===== config.mk =====
export PLATFORM = sky130hd
export DESIGN_NAME = soc_decerr_responder
export DESIGN_NICKNAME = d
export VERILOG_FILES = /design/src/rtl/soc_decerr_responder_pkg.sv /design/src/rtl/soc_decerr_rd_burst.sv /design/src/rtl/soc_decerr_responder.sv
export SDC_FILE = /design/constraint.sdc
export NUM_CORES = 1
export LEC_CHECK = 0
export CORE_MARGIN = 2
export CORE_UTILIZATION = 40
export CTS_CLUSTER_SIZE = 14
export DETAILED_ROUTE_END_ITERATION = 8
export PLACE_DENSITY_LB_ADDON = 0.15
export SYNTH_ARGS = -nofsm -noshare
export SYNTH_HDL_FRONTEND = slang
export SYNTH_SLANG_ARGS = --single-unit

===== constraint.sdc =====
create_clock -name clk_i -period 6.8 [get_ports clk_i]
set_input_delay 1.36 -clock clk_i [delete_from_list [all_inputs] [get_ports clk_i]]
set_output_delay 1.36 -clock clk_i [all_outputs]
set_load 0.02 [all_outputs]

===== src/rtl/soc_decerr_responder_pkg.sv =====
// Shared SoC definitions used by the default/error responder:
// ID widths, the DECERR response code and the FSM state encodings.
package soc_decerr_responder_pkg;

  localparam int unsigned IdWidthMaster = 4;
  localparam int unsigned NumMasters    = 2;
  // The crossbar prepends the master index to each ID on its slave side.
  localparam int unsigned IdWidthSlave  = IdWidthMaster + $clog2(NumMasters);
  localparam int unsigned IdWidth       = IdWidthSlave;

  localparam logic [1:0]  RespDecerr      = 2'b11;
  localparam logic [63:0] RespDataDefault = 64'hCA11AB1EBADCAB1E;

  typedef enum logic [1:0] {
    W_IDLE = 2'd0,
    W_DATA = 2'd1,
    W_RESP = 2'd2
  } wr_state_e;

  typedef enum logic {
    R_IDLE = 1'b0,
    R_DATA = 1'b1
  } rd_state_e;

endpackage


===== src/rtl/soc_decerr_rd_burst.sv =====
// Read side of the error responder: accepts one AR at a time and returns
// len+1 beats, flagging the final one with r_last.
module soc_decerr_rd_burst
  import soc_decerr_responder_pkg::*;
#(
  parameter int unsigned IdWidth = IdWidthSlave
) (
  input  logic               clk_i,
  input  logic               rst_ni,
  input  logic               ar_valid_i,
  output logic               ar_ready_o,
  input  logic [IdWidth-1:0] ar_id_i,
  input  logic [7:0]         ar_len_i,
  output logic               r_valid_o,
  input  logic               r_ready_i,
  output logic [IdWidth-1:0] r_id_o,
  output logic               r_last_o
);

  rd_state_e          state_q, state_d;
  logic [IdWidth-1:0] id_q, id_d;
  logic [7:0]         len_q, len_d;
  logic [7:0]         beat_q, beat_d;
  logic               at_last;

  assign at_last = (beat_q == len_q);

  // NOTE: every always_comb output gets a default first so no path
  // through the case statement leaves a signal unassigned (no latches).
  always_comb begin
    state_d    = state_q;
    id_d       = id_q;
    len_d      = len_q;
    beat_d     = beat_q;
    ar_ready_o = 1'b0;
    r_valid_o  = 1'b0;
    unique case (state_q)
      R_IDLE: begin
        ar_ready_o = 1'b1;
        if (ar_valid_i) begin
          id_d    = ar_id_i;
          len_d   = ar_len_i;
          beat_d  = 8'd0;
          state_d = R_DATA;
        end
      end
      R_DATA: begin
        r_valid_o = 1'b1;
        // The counter stops at len, so len=255 never wraps it.
        if (r_ready_i) begin
          if (at_last) state_d = R_IDLE;
          else         beat_d  = beat_q + 8'd1;
        end
      end
      default: state_d = R_IDLE;
    endcase
  end

  // NOTE: state registers use non-blocking assignments so every flop
  // samples the pre-edge value of its inputs, independent of block order.
  always_ff @(posedge clk_i or negedge rst_ni) begin
    if (!rst_ni) begin
      state_q <= R_IDLE;
      id_q    <= '0;
      len_q   <= '0;
      beat_q  <= '0;
    end else begin
      state_q <= state_d;
      id_q    <= id_d;
      len_q   <= len_d;
      beat_q  <= beat_d;
    end
  end

  assign r_id_o   = id_q;
  assign r_last_o = (state_q == R_DATA) && at_last;

endmodule


===== src/rtl/soc_decerr_responder.sv =====
// Default slave of the SoC crossbar: answers unmapped accesses with DECERR
// and logs the last offending address plus a saturating error count.
module soc_decerr_responder
  import soc_decerr_responder_pkg::*;
#(
  parameter int unsigned           IdWidth   = IdWidthSlave,
  parameter int unsigned           AddrWidth = 64,
  parameter int unsigned           DataWidth = 64,
  parameter logic [DataWidth-1:0]  RespData  = RespDataDefault,
  parameter int unsigned           CntWidth  = 16
) (
  input  logic                 clk_i,
  input  logic                 rst_ni,
  input  logic                 aw_valid_i,
  output logic                 aw_ready_o,
  input  logic [IdWidth-1:0]   aw_id_i,
  input  logic [AddrWidth-1:0] aw_addr_i,
  input  logic                 w_valid_i,
  output logic                 w_ready_o,
  input  logic                 w_last_i,
  output logic                 b_valid_o,
  input  logic                 b_ready_i,
  output logic [IdWidth-1:0]   b_id_o,
  output logic [1:0]           b_resp_o,
  input  logic                 ar_valid_i,
  output logic                 ar_ready_o,
  input  logic [IdWidth-1:0]   ar_id_i,
  input  logic [AddrWidth-1:0] ar_addr_i,
  input  logic [7:0]           ar_len_i,
  output logic                 r_valid_o,
  input  logic                 r_ready_i,
  output logic [IdWidth-1:0]   r_id_o,
  output logic [DataWidth-1:0] r_data_o,
  output logic [1:0]           r_resp_o,
  output logic                 r_last_o,
  output logic [AddrWidth-1:0] err_addr_o,
  output logic                 err_write_o,
  output logic [CntWidth-1:0]  err_cnt_o
);

  wr_state_e            wr_state_q, wr_state_d;
  logic [IdWidth-1:0]   b_id_q, b_id_d;
  logic [AddrWidth-1:0] err_addr_q, err_addr_d;
  logic                 err_write_q, err_write_d;
  logic [CntWidth-1:0]  err_cnt_q, err_cnt_d;
  logic                 aw_hs, ar_hs;
  logic [1:0]           n_accepted;
  logic [CntWidth:0]    cnt_sum;

  always_comb begin
    wr_state_d = wr_state_q;
    b_id_d     = b_id_q;
    aw_ready_o = 1'b0;
    w_ready_o  = 1'b0;
    b_valid_o  = 1'b0;
    unique case (wr_state_q)
      W_IDLE: begin
        aw_ready_o = 1'b1;
        if (aw_valid_i) begin
          b_id_d     = aw_id_i;
          wr_state_d = W_DATA;
        end
      end
      W_DATA: begin
        w_ready_o = 1'b1;
        if (w_valid_i && w_last_i) wr_state_d = W_RESP;
      end
      W_RESP: begin
        b_valid_o = 1'b1;
        if (b_ready_i) wr_state_d = W_IDLE;
      end
      default: wr_state_d = W_IDLE;
    endcase
  end

  soc_decerr_rd_burst #(
    .IdWidth (IdWidth)
  ) u_rd_burst (
    .clk_i      (clk_i),
    .rst_ni     (rst_ni),
    .ar_valid_i (ar_valid_i),
    .ar_ready_o (ar_ready_o),
    .ar_id_i    (ar_id_i),
    .ar_len_i   (ar_len_i),
    .r_valid_o  (r_valid_o),
    .r_ready_i  (r_ready_i),
    .r_id_o     (r_id_o),
    .r_last_o   (r_last_o)
  );

  assign aw_hs      = aw_valid_i && aw_ready_o;
  assign ar_hs      = ar_valid_i && ar_ready_o;
  assign n_accepted = {1'b0, aw_hs} + {1'b0, ar_hs};
  assign cnt_sum    = {1'b0, err_cnt_q} + (CntWidth+1)'(n_accepted);

  // A write accepted alongside a read takes priority in the log.
  always_comb begin
    err_addr_d  = err_addr_q;
    err_write_d = err_write_q;
    if (aw_hs) begin
      err_addr_d  = aw_addr_i;
      err_write_d = 1'b1;
    end else if (ar_hs) begin
      err_addr_d  = ar_addr_i;
      err_write_d = 1'b0;
    end
    err_cnt_d = cnt_sum[CntWidth] ? {CntWidth{1'b1}} : cnt_sum[CntWidth-1:0];
  end

  always_ff @(posedge clk_i or negedge rst_ni) begin
    if (!rst_ni) begin
      wr_state_q  <= W_IDLE;
      b_id_q      <= '0;
      err_addr_q  <= '0;
      err_write_q <= 1'b0;
      err_cnt_q   <= '0;
    end else begin
      wr_state_q  <= wr_state_d;
      b_id_q      <= b_id_d;
      err_addr_q  <= err_addr_d;
      err_write_q <= err_write_d;
      err_cnt_q   <= err_cnt_d;
    end
  end

  assign b_id_o      = b_id_q;
  assign b_resp_o    = RespDecerr;
  assign r_data_o    = RespData;
  assign r_resp_o    = RespDecerr;
  assign err_addr_o  = err_addr_q;
  assign err_write_o = err_write_q;
  assign err_cnt_o   = err_cnt_q;

endmodule


# Word-level counts from Yosys, hierarchy flattened
# Index checks and enable logic that the tools add are counted.
[word_totals]
mem_bits_ro = 0
memories = 0
wordCells = 54
in_bits = 154
ramBits = 0
latchBits = 0
regBits = 110
output_inout_bits = 165
[op_classes]
eq_ne = 9
n_lt_le_gt_ge = 0
bitwise_logic = 1
muxes = 22
n_shift = 0
n_div = 0
n_mul = 0
reduce_logical = 10
add_sub_neg = 3
[op_table]
columns = ["operator", "n"]
rows = [
  ["$mux 64", 2],
  ["$mux 8", 3],
  ["$add 16x2->17", 1],
  ["$mux 16", 1],
  ["$pmux 8 s2", 1],
  ["$ne 2x2->1 const B", 6],
  ["$mux 1", 10],
  ["$add 8x1->8 const B", 1],
  ["$eq 8x8->1", 1],
  ["$mux 2", 3],
  ["$pmux 2 s3", 1],
  ["$reduce_and 3->1", 2],
  ["$logic_and 1x1->1", 4],
  ["$reduce_and 2->1", 2],
  ["$add 1x1->2", 1],
  ["$eq 2x1->1 const B", 1],
  ["$eq 2x2->1 const B", 1],
  ["$logic_not 2->1", 1],
  ["$pmux 1 s2", 1],
  ["$reduce_bool 2->1", 1],
  ["$not 1->1", 1],
]

# Logic depth before layout (Yosys ltp)
[logic_depth]
ltp_word = 6
mapped_depth = 14
ltp_nobuf = 10

# Hierarchy
# From an unflattened synthesis, not the netlist that was laid out.
[hier_totals]
hier_cells = 541
area_unflattened_um2 = 5615.4
[by_module_without_submodules]
columns = ["module", "n_inst", "area_each_um2", "cells_each", "seq_area_each_um2"]
rows = [
  ["soc_decerr_responder", 1, 4526.8, 448, 2202.1],
  ["soc_decerr_rd_burst", 1, 1088.5, 93, 550.5],
]

# Least setup slack after synthesis
# No wires, ideal clock.
[synth_timing]
path_type = "in2reg"
from = "in ar_valid_i"
to = "reg err_cnt_q[14] (netlist: err_cnt_o[14])"
required_ps = 6675
arrival_ps = 3396
n_path_buf = 3
stages = 12
path_slack_ps = 3279
setup_ps = 125
cell_sequence = "nand2_2 inv_2 buf_4 buf_4 buf_4 ha_1 a21o_1 ha_1 and4_1 nand3_1 nor2_1 mux2_2"
[synth_via]
elab_chain_len = 4
[synth_lines]
columns = ["item", "line", "rtl"]
rows = [
  ["start: declaration", "soc_decerr_responder.sv:25", "input logic ar_valid_i,"],
  ["$logic_and 1x1->1", "soc_decerr_responder.sv:92", "assign ar_hs = ar_valid_i && ar_ready_o;"],
  ["net ar_hs", "soc_decerr_responder.sv:46", "logic aw_hs, ar_hs;"],
  ["$add 1x1->2", "soc_decerr_responder.sv:93", "assign n_accepted = {1'b0, aw_hs} + {1'b0, ar_hs};"],
  ["$add 16x2->17", "soc_decerr_responder.sv:94", "assign cnt_sum = {1'b0, err_cnt_q} + (CntWidth+1)'(n_accepted);"],
  ["$mux 16", "soc_decerr_responder.sv:107", "err_cnt_d = cnt_sum[CntWidth] ? {CntWidth{1'b1}} : cnt_sum[CntWidth-1:0];"],
  ["net err_cnt_d[14]", "soc_decerr_responder.sv:45", "logic [CntWidth-1:0] err_cnt_q, err_cnt_d;"],
  ["end signal: assignment", "soc_decerr_responder.sv:122", "err_cnt_q <= err_cnt_d;"],
  ["end: declaration", "soc_decerr_responder.sv:45", ""],
]
# The timed path passes the listed nets, and every way through them passes these cells.
# A chain may end at the register's enable or synchronous reset.

# Final worst setup path
[layout_timing]
from = "reg u_rd_burst.state_q"
to = "out r_last_o"
[layout_via]
elab_chain_len = 1
[layout_lines]
columns = ["item", "line", "rtl"]
rows = [
  ["start: declaration", "soc_decerr_rd_burst.sv:20", "rd_state_e state_q, state_d;"],
  ["start signal: assignment", "soc_decerr_rd_burst.sv:68", "state_q <= state_d;"],
  ["$logic_and 1x1->1", "soc_decerr_rd_burst.sv:76", "assign r_last_o = (state_q == R_DATA) && at_last;"],
  ["end: declaration", "soc_decerr_responder.sv:35", "output logic r_last_o,"],
]
# Every way passes these cells.

==> impl_results.md <==
- Status: finished clean
- Setup Viol. Count Final: 0
- Drt pass-1 iters: 4
- Nets: 958
- Initial Utilization: 40.9%
- Ant. Diodes: 0
- Drt drc: 0
- Gr ovfl total: 0
- R2r endpoint: err_cnt_o[13]$_DFF_PN0_
- TritonCTS Buffers: 9
- Syn Inst Count: 567
- Synth unique cells: 44
- Die W: 123 um
- Met2 Use GR: 34.0%
- Final GP Congestion: 0.814
- Final Skew: 4.86 ps
- Synth Cell Area: 5650 um2
- FP Rows: 43
- Pwr/cell area: 364 nW/um2
- Ports: 319
- Asr flop ratio synth: 100%
- Hold/Removal Path Class: reg2reg
- Global-route wire length before repair: 22900 um
- ANT nets after route: 0
- Seq/Total Area, Yosys: 48.7%
- Wire per inst: 15.7 um
- Clk slew on worst S/H paths: 70 ps
- Critical Path End Type: output port
- Share of cells above drive strength 1: 4.59%
- Gate power share: 44.3%
- Slew at the pin closest to its max-slew limit: 1140 ps
- H-tree depth: 3
- Critical path class: reg2out
- Cell Chain, Critical Path: inv_1 > nor4_4 > clkdlybuf4s50_1
- Clk buf depth: 2
- Postcts setup bufs: 0
- Slowest stage cell, crit path: clkdlybuf4s50_1
- Area grow syn2layout: 48.0%
- Final Cycle Share: 59.6%
- Slew HR: 24.2%
- Largest net degree at the start of global routing: 116
- Worst R2R Setup Slack: 3570 ps
- TritonCTS clock tree: built
- Met1 Use GR: 22.8%
- Fin. Hold Viols: 0
- Fin area: 8370 um2
- Leak pwr: 3.49 nW
- Critical path fanouts, max: 14
- Root Driver: clkbuf_16
- Detailed Place HPWL: 11400 um
- Synth top area share: 48.7%
- Most instantiated cells after synthesis: nand2_1 (121), dfrtp_1 (110), buf_4 (73)
- CP Launch Type: flop
- Number of global-route vias before repair: 4545
- Switch share: 36.4%
- Hold bufs inserted after CTS: 0
- RSZ-0062 raised after global routing: false
- Main area contributors after synthesis: dfrtp_1 (49%), mux2i_1 (11%), buf_4 (9.7%)
- CP arrival: 2690 ps
- Cell internal pwr: 1.94 mW
- Post-placement cell area: 8020 um2
- Port Buffers: 250
- Met3 Track Usage GR: 5.62%
- Max IR drop VDD: 0.000175 V
- Initial antenna violation count: 0
- Most common cell in the netlist: nand2_1
- Cts repair resizes: 0
- Reg2reg start: u_rd_burst.state_q$_DFF_PN0_
- Clk Latency, worst-skew pair: 350 ps
- Post-synth EDFFs: 0
- Tmin final: 4050 ps
- Gr busiest metal: met2
- Net Switching: 1.11 mW
- Critical path's top delay family: buffers and inverters
- Hold EP: u_rd_burst.r_id_o[1]$_DFFE_PN0P_
- Clock tree sinks: 110
- TNS Setup: 0 ps
- Hold_sp: u_rd_burst.r_id_o[1]$_DFFE_PN0P_
- Routed vias/inst: 4.79
- Sequential share of power: 35.4%
- Via Count: 4724
- Leading area contributor after synthesis: dfrtp_1
- Max incr delay on CP: 750 ps
- Clock Power Share: 20.3%
- WP buf/inv: 2
- Synth warn: 0
- Max Cap Viol: 0
- Fin. max-slew vios: 0
- Critical path required time: 5440 ps
- Worst Hold Depth: 2
- Die ar.: 15100 um2
- Core area: 13800 um2
- Total wire length: 15400 um
- Average size of a mapped cell: 9.97 um2
- DIE HEIGHT: 123 um
- Worst-case reg-to-reg path depth: 10
- Initial DRC Count: 203
- Most used DFF post-synth: dfrtp_1
- Highest Clock Rate: 247 MHz
- Total GRT Usage: 19.8%
- Flops & latches, synth: 110
final cells by class:
class                           count  area [um2]
Inverter                            4        17.5
Clock inverter                      3        90.1
Sequential cell                   110        2750
Timing Repair Buffer              254        2530
Multi-Input combinational cell    422        2490
Tap cell                          180         225
Fill cell                        1169        5460
Clock buffer                       13         260
cells by family (layout without fill, tap and decap cells):
kind of cell	after synthesis	in the layout	share of synthesized area (%)
AND/OR/NAND/NOR	173	173	14.3
multiplexers	73	73	13.3
other	2	68	0.133
adder cells (fa/ha/maj)	3	3	0.664
flip-flops	110	110	48.7
AO/OA/AOI/OAI	89	89	8.76
XOR/XNOR	16	16	2.48
buffers and inverters	101	274	11.7
flip-flops by register name, indices dropped and copies added (netlist names):
| name | cells |
|---|---|
| u_rd_burst.len_q | 8 |
| b_id_o | 5 |
| err_addr_o | 64 |
| err_cnt_o | 16 |
| u_rd_burst.beat_q | 8 |
| err_write_o | 1 |
| u_rd_burst.r_id_o | 5 |
| wr_state_q | 2 |
| u_rd_burst.state_q | 1 |
tightest hold or removal path, stage by stage (launching register included):
cell and delay [ps]:
dfrtp_1 350, nand2_1 50, nand2_1 50
layout by cell type, fill, tap and decap left out, types with 3 or more instances in the layout:
cell,Yosys,routed
mux2_2,7,7
mux2i_1,64,64
and3_1,3,3
o21ai_0,69,69
o211ai_1,4,4
inv_1,3,3
nand2_1,121,121
clkbuf_16,0,9
xnor2_1,9,9
a21oi_1,3,3
nor2_1,4,4
conb_1,2,68
nand3_1,14,14
and4_1,5,5
clkdlybuf4s50_1,0,249
buf_4,73,5
nand2b_1,6,6
a21o_1,3,3
nand4_1,3,3
xor2_1,7,7
dfrtp_1,110,110
a22o_1,4,4
bufinv_16,0,3
ha_1,3,3
routing by layer:
layer	vias to the layer above	share of wire, %	wire [um]
li1	2248	-	-
met1	2225	38	5850
met2	218	51	7820
met3	33	8.7	1340
met4	0	2.8	428
met5	-	0	0
power by group through the flow:
stage / Combinational, mW / Clock [mW] / Sequential (mW)
CTS: 1.37 / 0.630 / 1.08
finish: 1.35 / 0.617 / 1.08
global placement: 1.34 / 0 / 1.08
floorplan: 0.449 / 0 / 1.33
detailed placement: 1.36 / 0 / 1.09
global route: 1.46 / 0.655 / 1.11
how the worst max path moves through the flow:
stage                                 start                       to  slack, ps  cells after the start
6_report       u_rd_burst.state_q$_DFF_PN0_                 r_last_o       2750                      3
5_1_grt        u_rd_burst.state_q$_DFF_PN0_                 r_last_o       2600                      3
4_1_cts        u_rd_burst.state_q$_DFF_PN0_                 r_last_o       2770                      3
3_5_place_dp                     aw_valid_i   err_cnt_o[7]$_DFF_PN0_       2570                     11
3_3_place_gp                     aw_valid_i  err_cnt_o[11]$_DFF_PN0_       2630                     11
2_1_floorplan                    ar_valid_i  err_cnt_o[14]$_DFF_PN0_       3280                     12
metrics by stage:
| step | util (%) | std cells | hold slack [ps] | power, mW | worst slack (ps) |
|---|---|---|---|---|---|
| 2_1_floorplan | - | 633 | 465 | 1.78 | 3280 |
| 5_1_grt | 60.5 | 986 | 501 | 3.23 | 2600 |
| 6_report | 60.5 | 986 | 481 | 3.04 | 2750 |
| 3_3_place_gp | 58.0 | 970 | 466 | 2.42 | 2630 |
| 4_1_cts | 60.5 | 986 | 490 | 3.08 | 2770 |
| 3_5_place_dp | 58.0 | 970 | 472 | 2.45 | 2570 |
(Power assumes the default switching activity.)
